**config.mk**
```make
export PLATFORM = sky130hd
export DESIGN_NAME = ppl_ctrl
export DESIGN_NICKNAME = d
export VERILOG_FILES = /design/src/rtl/ppl_ctrl.sv
export SDC_FILE = /design/constraint.sdc
export NUM_CORES = 1
export LEC_CHECK = 0
export ABC_AREA = 1
export BUFFER_PORTS_ARGS = -buffer_cell sky130_fd_sc_hd__buf_2
export CORE_MARGIN = 4
export CORE_UTILIZATION = 45
export DETAILED_ROUTE_END_ITERATION = 16
export GPL_TIMING_DRIVEN = 1
export PLACE_DENSITY = 0.79
export RECOVER_POWER = 100
export SETUP_SLACK_MARGIN = 0.15
export SLEW_MARGIN = 10
export SYNTH_ARGS = -nofsm -noshare
export SYNTH_HDL_FRONTEND = slang
export SYNTH_SLANG_ARGS = --single-unit
export TNS_END_PERCENT = 50
```
**constraint.sdc**
```tcl
create_clock -name clk -period 5 [get_ports clk]
set_input_delay 0.5 -clock clk [delete_from_list [all_inputs] [get_ports clk]]
set_output_delay 0.5 -clock clk [all_outputs]
set_load 0.005 [all_outputs]
```
**src/rtl/ppl_ctrl.sv**
```systemverilog
// ppl_ctrl: pipeline sequencer for the interrupt-capable 5-stage core.
// Merges memory stalls, branch holds, EX redirects and interrupt entry/return
// into one hold/jump/flush set, and owns the saved return address (epc).
module ppl_ctrl #(
  parameter int                 ADDR_W     = 32,
  parameter logic [ADDR_W-1:0]  INT_VECTOR = 32'h0000_0100,
  parameter int                 DRAIN_CYC  = 3
) (
  input  logic              clk,
  input  logic              rst,
  input  logic [ADDR_W-1:0] if_pc,
  input  logic              hold_pc_req,
  input  logic              ex_br_done,
  input  logic              ex_jump_flag,
  input  logic [ADDR_W-1:0] ex_jump_pc,
  input  logic              mem_stall,
  input  logic              irq,
  input  logic              int_en,
  input  logic              ex_iret,
  output logic [1:0]        hold_flag,
  output logic              jump_flag,
  output logic [ADDR_W-1:0] jump_pc,
  output logic              flush,
  output logic              int_ack,
  output logic              in_isr,
  output logic [ADDR_W-1:0] epc
);

  typedef enum logic [1:0] {
    IDLE      = 2'd0,
    BR_WAIT   = 2'd1,
    INT_DRAIN = 2'd2,
    INT_JUMP  = 2'd3
  } state_t;

  localparam logic [1:0] HOLD_NONE = 2'b00;
  localparam logic [1:0] HOLD_PC   = 2'b01;
  localparam logic [1:0] HOLD_PPL  = 2'b10;

  // The drain counter counts down to zero, so it is loaded with one less than
  // the number of drain cycles; DRAIN_CYC=1 therefore loads zero.
  localparam logic [3:0] DRAIN_INIT = 4'(DRAIN_CYC - 1);

  state_t            state_q, state_d;
  logic [3:0]        drain_cnt_q, drain_cnt_d;
  logic [ADDR_W-1:0] epc_q, epc_d;
  logic              in_isr_q, in_isr_d;

  // Arbitrate all requests for this cycle and compute the next register values.
  always_comb begin
    state_d     = state_q;
    drain_cnt_d = drain_cnt_q;
    epc_d       = epc_q;
    in_isr_d    = in_isr_q;
    hold_flag   = HOLD_NONE;
    jump_flag   = 1'b0;
    jump_pc     = '0;
    flush       = 1'b0;
    int_ack     = 1'b0;

    if (!rst) begin
      if (mem_stall) begin
        // Whole pipeline frozen; any redirect is re-presented by EX later.
        hold_flag = HOLD_PPL;
      end else if (ex_iret && in_isr_q) begin
        jump_flag = 1'b1;
        jump_pc   = epc_q;
        flush     = 1'b1;
        in_isr_d  = 1'b0;
        state_d   = IDLE;
      end else begin
        if (ex_jump_flag) begin
          jump_flag = 1'b1;
          jump_pc   = ex_jump_pc;
          flush     = 1'b1;
        end

        unique case (state_q)
          IDLE: begin
            // A redirect makes the fetched instruction stale, so neither a
            // branch hold nor an interrupt entry is started on top of it.
            if (!ex_jump_flag) begin
              if (hold_pc_req) begin
                hold_flag = HOLD_PC;
                state_d   = BR_WAIT;
              end else if (irq && int_en && !in_isr_q) begin
                state_d     = INT_DRAIN;
                epc_d       = if_pc;
                drain_cnt_d = DRAIN_INIT;
              end
            end
          end

          BR_WAIT: begin
            if (ex_br_done) begin
              state_d = IDLE;
            end else begin
              hold_flag = HOLD_PC;
            end
          end

          INT_DRAIN: begin
            hold_flag = HOLD_PC;
            // A redirect resolved while draining becomes the return address.
            if (ex_jump_flag) begin
              epc_d = ex_jump_pc;
            end
            if (drain_cnt_q == 4'd0) begin
              state_d = INT_JUMP;
            end else begin
              drain_cnt_d = drain_cnt_q - 4'd1;
            end
          end

          INT_JUMP: begin
            // The vector wins over a coincident redirect, whose target is
            // kept as the return address instead.
            if (ex_jump_flag) begin
              epc_d = ex_jump_pc;
            end
            jump_flag = 1'b1;
            jump_pc   = INT_VECTOR;
            flush     = 1'b1;
            int_ack   = 1'b1;
            in_isr_d  = 1'b1;
            state_d   = IDLE;
          end

          default: state_d = IDLE;
        endcase
      end
    end
  end

  // State, drain counter, return address and handler flag registers.
  always_ff @(posedge clk or posedge rst) begin
    if (rst) begin
      state_q     <= IDLE;
      drain_cnt_q <= 4'd0;
      epc_q       <= '0;
      in_isr_q    <= 1'b0;
    end else begin
      state_q     <= state_d;
      drain_cnt_q <= drain_cnt_d;
      epc_q       <= epc_d;
      in_isr_q    <= in_isr_d;
    end
  end

  assign in_isr = in_isr_q;
  assign epc    = epc_q;

endmodule
```
-- After elaboration in Yosys (flattened, before gate mapping)
Index checks and enable logic that the tools add are counted.
- add/sub/neg operators: 1
- eq/ne operators: 12
- mux-type cells: 40
- bitwise gates (word level): 3
- reduce and logical (&&, ||, !) cells: 14
- operator list (operator ; count):
    32-bit 2-to-1 mux ; 9
    32-bit one-hot mux with 2 select lines ; 1
    2-bit 2-to-1 mux ; 8
    4-bit 2-to-1 mux ; 4
    8-bit AND reduction ; 2
    1-bit 2-to-1 mux ; 15
    3-bit != test (second input constant) ; 3
    2-bit != test (second input constant) ; 4
    2-bit one-hot mux with 4 select lines ; 1
    4-bit one-hot mux with 2 select lines ; 1
    6-bit AND reduction ; 1
    2-bit nonzero test ; 3
    2-bit == test (second input constant) ; 2
    4-bit logical NOT ; 1
    4-bit != test (second input constant) ; 1
    4-bit by 1-bit subtractor with 4-bit output (second input constant) ; 1
    1-bit logical AND ; 3
    1-bit inverter ; 3
    1-bit one-hot mux with 3 select lines ; 1
    3-bit AND reduction ; 1
    2-bit by 1-bit == test with 1-bit output (second input constant) ; 1
    2-bit logical NOT ; 1
    2-bit by 1-bit != test with 1-bit output (second input constant) ; 1
    2-bit OR reduction ; 1
    1-bit logical NOT ; 1
- register bits: 39

-- Logic depth before layout (Yosys ltp)
Gate-level depths: netlist of run 1.
- depth in word-level cells: 7
- gate-level depth with buffers: 9
- mapped depth without buffers: 8

-- Worst setup path before layout of run 1
No wires, ideal clock.
- path type: input-to-output
- start: input port rst
- end: output port jump_pc[22]
- data arrival time: 2.222 ns
- data required time: 4.500 ns
- slack: 2.278 ns
- cell stages on the path: 6
- buffers on the path: 1
- cells stage by stage: inv_1 -> nand2_1 -> inv_1 -> nand3_1 -> clkbuf_1 -> o21ai_0
- cells in the longest elaborated chain, start to end: 1
- ends and longest elaborated chain (element ; RTL line ; source):
    start: declaration ; 10 ; input logic rst,
    32-bit 2-to-1 mux ; 61 ; if (!rst) begin
    end: declaration ; 22 ; output logic [ADDR_W-1:0] jump_pc,
No other way between the ends.

-- Final worst setup path of run 1
- start: input port rst
- end: register epc_q[15], in the netlist epc[15]
- cells in the longest elaborated chain, start to end: 2
- ends and longest elaborated chain (element ; RTL line ; source):
    1-bit inverter (no source line) ; n/a ;
    8-bit AND reduction (no source line) ; n/a ;
    end signal: assignment ; 145 ; epc_q <= epc_d;
    end: declaration ; 46 ; logic [ADDR_W-1:0] epc_q, epc_d;
No other way between the ends.
A chain may end at the register's enable or synchronous reset.

==> results by group, run 1 <==
Status
  – Outcome: completed

Clock tree
  – H-tree Lvls: 2
  – Root Buffer: clkbuf_8
  – Post-cts hold buffer count: 0
  – Post_cts resized: 0
  – Clock Latency Late Sink: 280 ps
  – Clock sinks: 39
  – Inserted Clock Buffers: 5
  – CTS tree: done
  – Clock slew at reported path FFs: 80 ps
  – Clock tree buffer depth: 2
  – Post-CTS Setup Inserts: 0

Global route
  – Initial antenna violation count: 0
  – GRT Util Overall: 22.5%
  – Total congestion overflow: 0
  – Largest net degree at the start of global routing: 41
  – Vias in the first global route: 2,947
  – First-pass GRT wire length: 13,800 µm

Yosys
  – Prevailing post-synth register cell: dfrtp_1
  – Largest area contributor in the netlist: dfrtp_1
  – Seq/Total Area, Yosys: about 35%
  – Count leader, synth: nand2_1
  – EDFF count, synth: 0
  – Dominant cells by area after synthesis: dfrtp_1 35%, nand2_1 29%, nand3_1 7.3%, nand2_2 6.9%, o21ai_0 5.7%
  – Mapped Cells: 440
  – Asr flop ratio synth: 100%
  – Cell Area, Synth: 2820 µm²
  – Cell variety after synth: 29
  – Synth cell count leaders: 220 x nand2_1, 41 x nand3_1, 39 x dfrtp_1
  – Syn nets: 515
  – Syn_area_per_cell: 6.40 µm²
  – Ys Warns: 0
  – Synth top area share: 34.6%
  – Synth Register Bits: 39

Routing
  – Antenna-violating nets left: 0
  – Via density per instance: approximately 5.1
  – Routed WL per cell: 13.3 µm
  – Vias: between 3,000 and 4,000
  – Pre-antenna DRT Iters: 4
  – Initial drt markers: 180
  – # DRC: 0
  – Routed WL: 8500 µm

Timing
  – Slew @ Worst Pin: 1170 ps
  – Fin crit period: 3670 ps
  – Pins over their slew limit: 0
  – Fmax: 273 MHz
  – Hold Fails Final Rpt: 0
  – Final setup viols: 0
  – Setup Skew: 10.7 ps
  – Final period utilization: 73.4%
  – Hold WS: between 300 and 400 ps
  – Setup ws final: about 1300 ps
  – Setup TNS: 0 ps
  – RSZ-0062 raised after global routing: false
  – Relative slew slack: 21.7%

Placement
  – Placed Area: 3460 µm²
  – Port bufs: 142
  – Detailed Place HPWL: 5950 µm
  – Gpl congestion: just over 0.8
  – Setup WS pre-CTS: between 1000 and 1500 ps

Pwr
  – PD cells: 498 nW/µm²
  – Leakage power: around 2 nW
  – Peak VDD IR: 0.238 mV

Cells and area
  – Nets: 639
  – Synthesis-to-layout area growth: 22.5%
  – Share of layout cells above drive strength 1: 22.1%
  – Final Instance Area: 3450 µm²
  – Antenna cell count: 0

Critical path
  – R2R cell count: 8
  – Worst-path fanout max: 40
  – Critical Path Source Type: primary input
  – CP Class: primary input to register
  – CP Data Required Time: between 5000 and 6000 ps
  – Crit path DAT: 3830 ps
  – CP Capture Type: register

Die
  – Core Footprint: 5990 µm²
  – I/O pin cnt: 143
  – Die area: 7590 µm²
  – Initial Utilization: a little under half
  – Rows: 28
  – Die X: between 80 and 90 µm
  – Die Ht: a little under 90 µm

Worst hold path
  – Worst Hold Class: primary input to asynchronous set/reset pin

Run
  – Max Cap Violations: 0
==> layout make-up <==
class | count | area, µm²
tap | 75 | 93.8
fill | 636 | 2540
timing repair buffer | 145 | 676
inverter | 14 | 52.6
sequential | 39 | 976
clock buffer | 8 | 100
multi-input combinational | 359 | 1550
==> per-stage QoR <==
stage	util, %	power, mW	cells
floorplan	-	1.23	440
global placement	57.8	1.53	632
detailed placement	57.8	1.55	632
CTS	59.5	1.79	640
global route	57.6	1.89	640
finish	57.6	1.72	640
==> logic make-up after synthesis <==
group	after synthesis	synth area share [%]
buffers and inverters	42	8.44
AOI/OAI and AO/OA	42	7.99
xor gates and xnor gates	2	0.622
adders and majority gates	2	0.888
DFF	39	34.6
and+or+nand+nor	313	47.4
==> state kept, by name, indices dropped and copies added (netlist names) <==
register	count
state_q	2
epc	32
drain_cnt_q	4
in_isr	1
==> per-layer routing <==
metal / vias to the layer above / GRT usage [%] / share of wire [%]
met5: - / 0 / 0
met4: 0 / 6.97 / 1.7
met3: 14 / 3.41 / 10
met2: 155 / 37.8 / 47
met1: 1452 / 29.8 / 42
li1: 1629 / - / -
==> path summary, 6_finish.rpt <==
check                               start             end  slack, ps
max                                   rst         epc[15]       1330
min                                   rst  drain_cnt_q[2]        370
max reg2reg                    state_q[1]         epc[15]       1630
min reg2reg                drain_cnt_q[1]  drain_cnt_q[1]        480
max in group asynchronous             rst         epc[15]       4110
min in group clk           drain_cnt_q[1]  drain_cnt_q[1]        480
==> cell usage in the layout (no fill, tap or decap) <==
cell	instances
o21bai_1	2
o21ai_2	1
clkbuf_8	7
nand2_2	9
nor2_4	2
xor2_1	1
and2_0	1
o22ai_1	1
dfrtp_1	39
buf_4	2
ha_1	2
clkbuf_2	3
a31oi_1	1
nand2_4	1
buf_1	1
inv_1	12
nor3_4	1
or2_2	1
nand2_1	242
inv_2	2
xnor2_1	1
nor2_1	15
buf_2	96
a21oi_1	4
clkbuf_1	44
nand3_1	41
o21ai_0	33
==> worst max-delay path, stage by stage <==
cell	delay, ps
clkbuf_1	90
inv_2	600
nand2_1	260
a21oi_1	220
and2_0	750
clkbuf_1	760
nand2_4	410
nand2_1	150
nand2_1	70
==> where the power goes <==
group          internal [mW]  total, mW  switching (mW)
registers              0.472      0.625           0.153
clock network          0.126      0.231           0.105
logic                  0.317      0.862           0.546
total                  0.915       1.72           0.804
(Power assumes the default switching activity.)
==> run 2, diff against run 1 <==
--- a/config.mk
+++ b/config.mk
@@ -8,10 +8,10 @@
 export ABC_AREA = 1
 export BUFFER_PORTS_ARGS = -buffer_cell sky130_fd_sc_hd__buf_2
 export CORE_MARGIN = 4
-export CORE_UTILIZATION = 45
+export CORE_UTILIZATION = 42
 export DETAILED_ROUTE_END_ITERATION = 16
 export GPL_TIMING_DRIVEN = 1
-export PLACE_DENSITY = 0.79
+export PLACE_DENSITY = 0.78
 export RECOVER_POWER = 100
 export SETUP_SLACK_MARGIN = 0.15
 export SLEW_MARGIN = 10
==> constraint.sdc (replaced) <==
create_clock -name clk -period 3.26 [get_ports clk]
set_input_delay 0.326 -clock clk [delete_from_list [all_inputs] [get_ports clk]]
set_output_delay 0.326 -clock clk [all_outputs]
set_load 0.005 [all_outputs]
==> run 2 against run 1 <==
  * The flow now finishes with violations (max-capacitance violations, max-slew violations)
  * Via count is 0.22% higher
  * Cell count up 1.1%
  * Clock power grew 81%
  * First-iteration DRC count decreased by 22%
  * Non-clock buffer count is 5 higher
  * Flip-flop and latch count did not move
  * Critical path type is now register to register
  * Critical endpoint is now epc[16]
==> results by group, run 2 (synthesis gave the netlist of run 1 again) <==
Run
  – Max Cap Violations: 1 (+1)

Timing
  – Setup TNS: 0 ps (unchanged)
  – Hold WS: 362 ps (-4.75 ps)
  – Slew @ Worst Pin: 2160 ps (+985 ps)
  – Relative slew slack: -43.8% (-65 points)
  – Pins over their slew limit: 40 (+40)
  – Hold Fails Final Rpt: 0 (unchanged)
  – Fin crit period: 2640 ps
  – Final setup viols: 0 (unchanged)
  – Setup Skew: 3.80 ps (-6.89 ps)
  – Fmax: 379 MHz
  – RSZ-0062 raised after global routing: false
  – Final period utilization: 80.9%
  – Setup ws final: 621 ps (-711 ps)

Placement
  – Gpl congestion: 0.830 (-0.13%)
  – Port bufs: 142 (unchanged)
  – Detailed Place HPWL: 6320 µm (+6.2%)
  – Placed Area: 3500 µm² (+1.2%)
  – Setup WS pre-CTS: 819 ps (-579 ps)

Critical path
  – Crit. Startpoint: state_q[1]
  – CP Data Required Time: 3430 ps (-1730 ps)
  – R2R Path End: epc[16]
  – Worst-path fanout max: 36 (-10%)
  – Crit path DAT: 2810 ps (-1020 ps)
  – CP Capture Type: register
  – Worst R2R Setup Slack: 620 ps (-1010 ps)
  – Setup crit end: epc[16]
  – R2R cell count: 7 (-1)
  – Critical Path Source Type: register
  – CP Class: register to register
  – Crit Reg-Reg Startpoint: state_q[1]

Cells and area
  – Core Util, Final: 55.2% (-2.4 points)
  – Most frequent cells in the layout: 222 x nand2_1, 90 x buf_2, 46 x clkbuf_1
  – Share of layout cells above drive strength 1: 26.0% (+3.8 points)
  – Max reg flops: 32 (unchanged)
  – Nets: 644 (+0.78%)
  – Synthesis-to-layout area growth: 25.9%
  – Final Instance Area: 3550 µm² (+2.8%)
  – Antenna cell count: 0 (unchanged)
  – Commonest non-fill, non-tap cell in the layout: nand2_1
  – Fill count: 688 (+8.2%)

Pwr
  – PD cells: 772 nW/µm² (+55%)
  – Peak VDD IR: 0.328 mV (+38%)
  – Leakage power: 1.96 nW (+0.61%)

Routing
  – # DRC: 0 (unchanged)
  – Antenna-violating nets left: 0 (unchanged)
  – Via density per instance: 5.03 (-0.87%)
  – Routed WL: 8560 µm (+0.61%)
  – Routed WL per cell: 13.2 µm (-0.48%)
  – Pre-antenna DRT Iters: 4 (unchanged)
  – Vias: 3,257 (+0.22%)
  – Initial drt markers: 140 (-22%)

Global route
  – Initial antenna violation count: 0 (unchanged)
  – GRT Util Overall: 21.0% (-1.5 points)
  – Total congestion overflow: 0 (unchanged)
  – Largest net degree at the start of global routing: 40 (-2.4%)
  – Vias in the first global route: 2,945 (-0.068%)
  – First-pass GRT wire length: 14,300 µm (+3.2%)

Die
  – Die Ht: 89.9 µm (+3.2%)
  – Die area: 8080 µm² (+6.5%)
  – Initial Utilization: 43.9% (-3.2 points)
  – Die X: 89.9 µm (+3.2%)
  – Rows: 29 (+3.6%)
  – Core Footprint: 6420 µm² (+7.2%)
  – I/O pin cnt: 143 (unchanged)

Clock tree
  – Root Buffer: clkbuf_8
  – Clock Latency Late Sink: 280 ps (about the same)
  – CTS tree: done
  – Clock slew at reported path FFs: 80 ps (about the same)
  – Post-CTS Setup Inserts: 0 (unchanged)
  – Clock sinks: 39 (unchanged)
  – Inserted Clock Buffers: 5 (unchanged)
  – Clock tree buffer depth: 2 (unchanged)
  – H-tree Lvls: 2 (unchanged)
  – Post_cts resized: 0 (unchanged)
  – Post-cts hold buffer count: 0 (unchanged)

Worst hold path
  – Worst Hold Class: primary input to register

Status
  – Failing checks: max-capacitance violations, max-slew violations
  – Outcome: complete, but fails checks
==> run 2: cell count changes in the layout (fill, tap and decap cells not counted), sizes merged <==
cell and delta:
bufinv +1, clkinv +2, clkbuf +3, inv -1
==> run 2: routing by layer <==
metal	vias to the layer above	share of wire (%)	track usage, %
li1	1629	-	-
met4	0	1.6	5.87
met2	143	47	35.3
met1	1473	43	26.9
met3	12	8.4	5.01
met5	-	0	0
==> run 2: worst min-delay path by stage <==
| stage | to | cells after the start | slack (ps) | startpoint |
|---|---|---|---|---|
| 2_1_floorplan | drain_cnt_q[1] | 2 | 450 | drain_cnt_q[1] |
| 6_report | epc[28] | 5 | 360 | if_pc[28] |
| 3_5_place_dp | drain_cnt_q[1] | 2 | 470 | drain_cnt_q[1] |
| 4_1_cts | drain_cnt_q[2] | 3 | 180 | rst |
| 5_1_grt | epc[23] | 5 | 370 | if_pc[23] |
| 3_3_place_gp | drain_cnt_q[1] | 2 | 460 | drain_cnt_q[1] |
==> run 2: final cells by class <==
cell class,instances,area (µm²),area share (%)
clock inverter,2,35.0,0.988
tap,77,96.3,2.72
timing repair buffer,150,708,20.0
multi-input combinational,359,1600,45.0
sequential,39,976,27.5
inverter,14,52.6,1.48
clock buffer,6,82.6,2.33
==> run 2: where the power goes <==
part           internal (mW)  switching (mW)  total (mW)
sequential             0.723           0.247       0.971
clock                  0.248           0.171       0.419
combinational          0.515           0.834        1.35
==> run 2: critical path, stage by stage, from the launching register on <==
cell	delay [ps]
dfrtp_1	380
buf_4	210
inv_2	490
o21ai_2	130
nor3_4	420
nand2_2	600
nand2_1	220
nand2_1	70
==> run 2: stage by stage <==
step | std cells | power [mW]
final | 647 | 2.74
after global routing | 647 | 3.00
after CTS | 647 | 2.81
after detailed placement | 639 | 2.38
after global placement | 639 | 2.34
after floorplan | 440 | 1.88
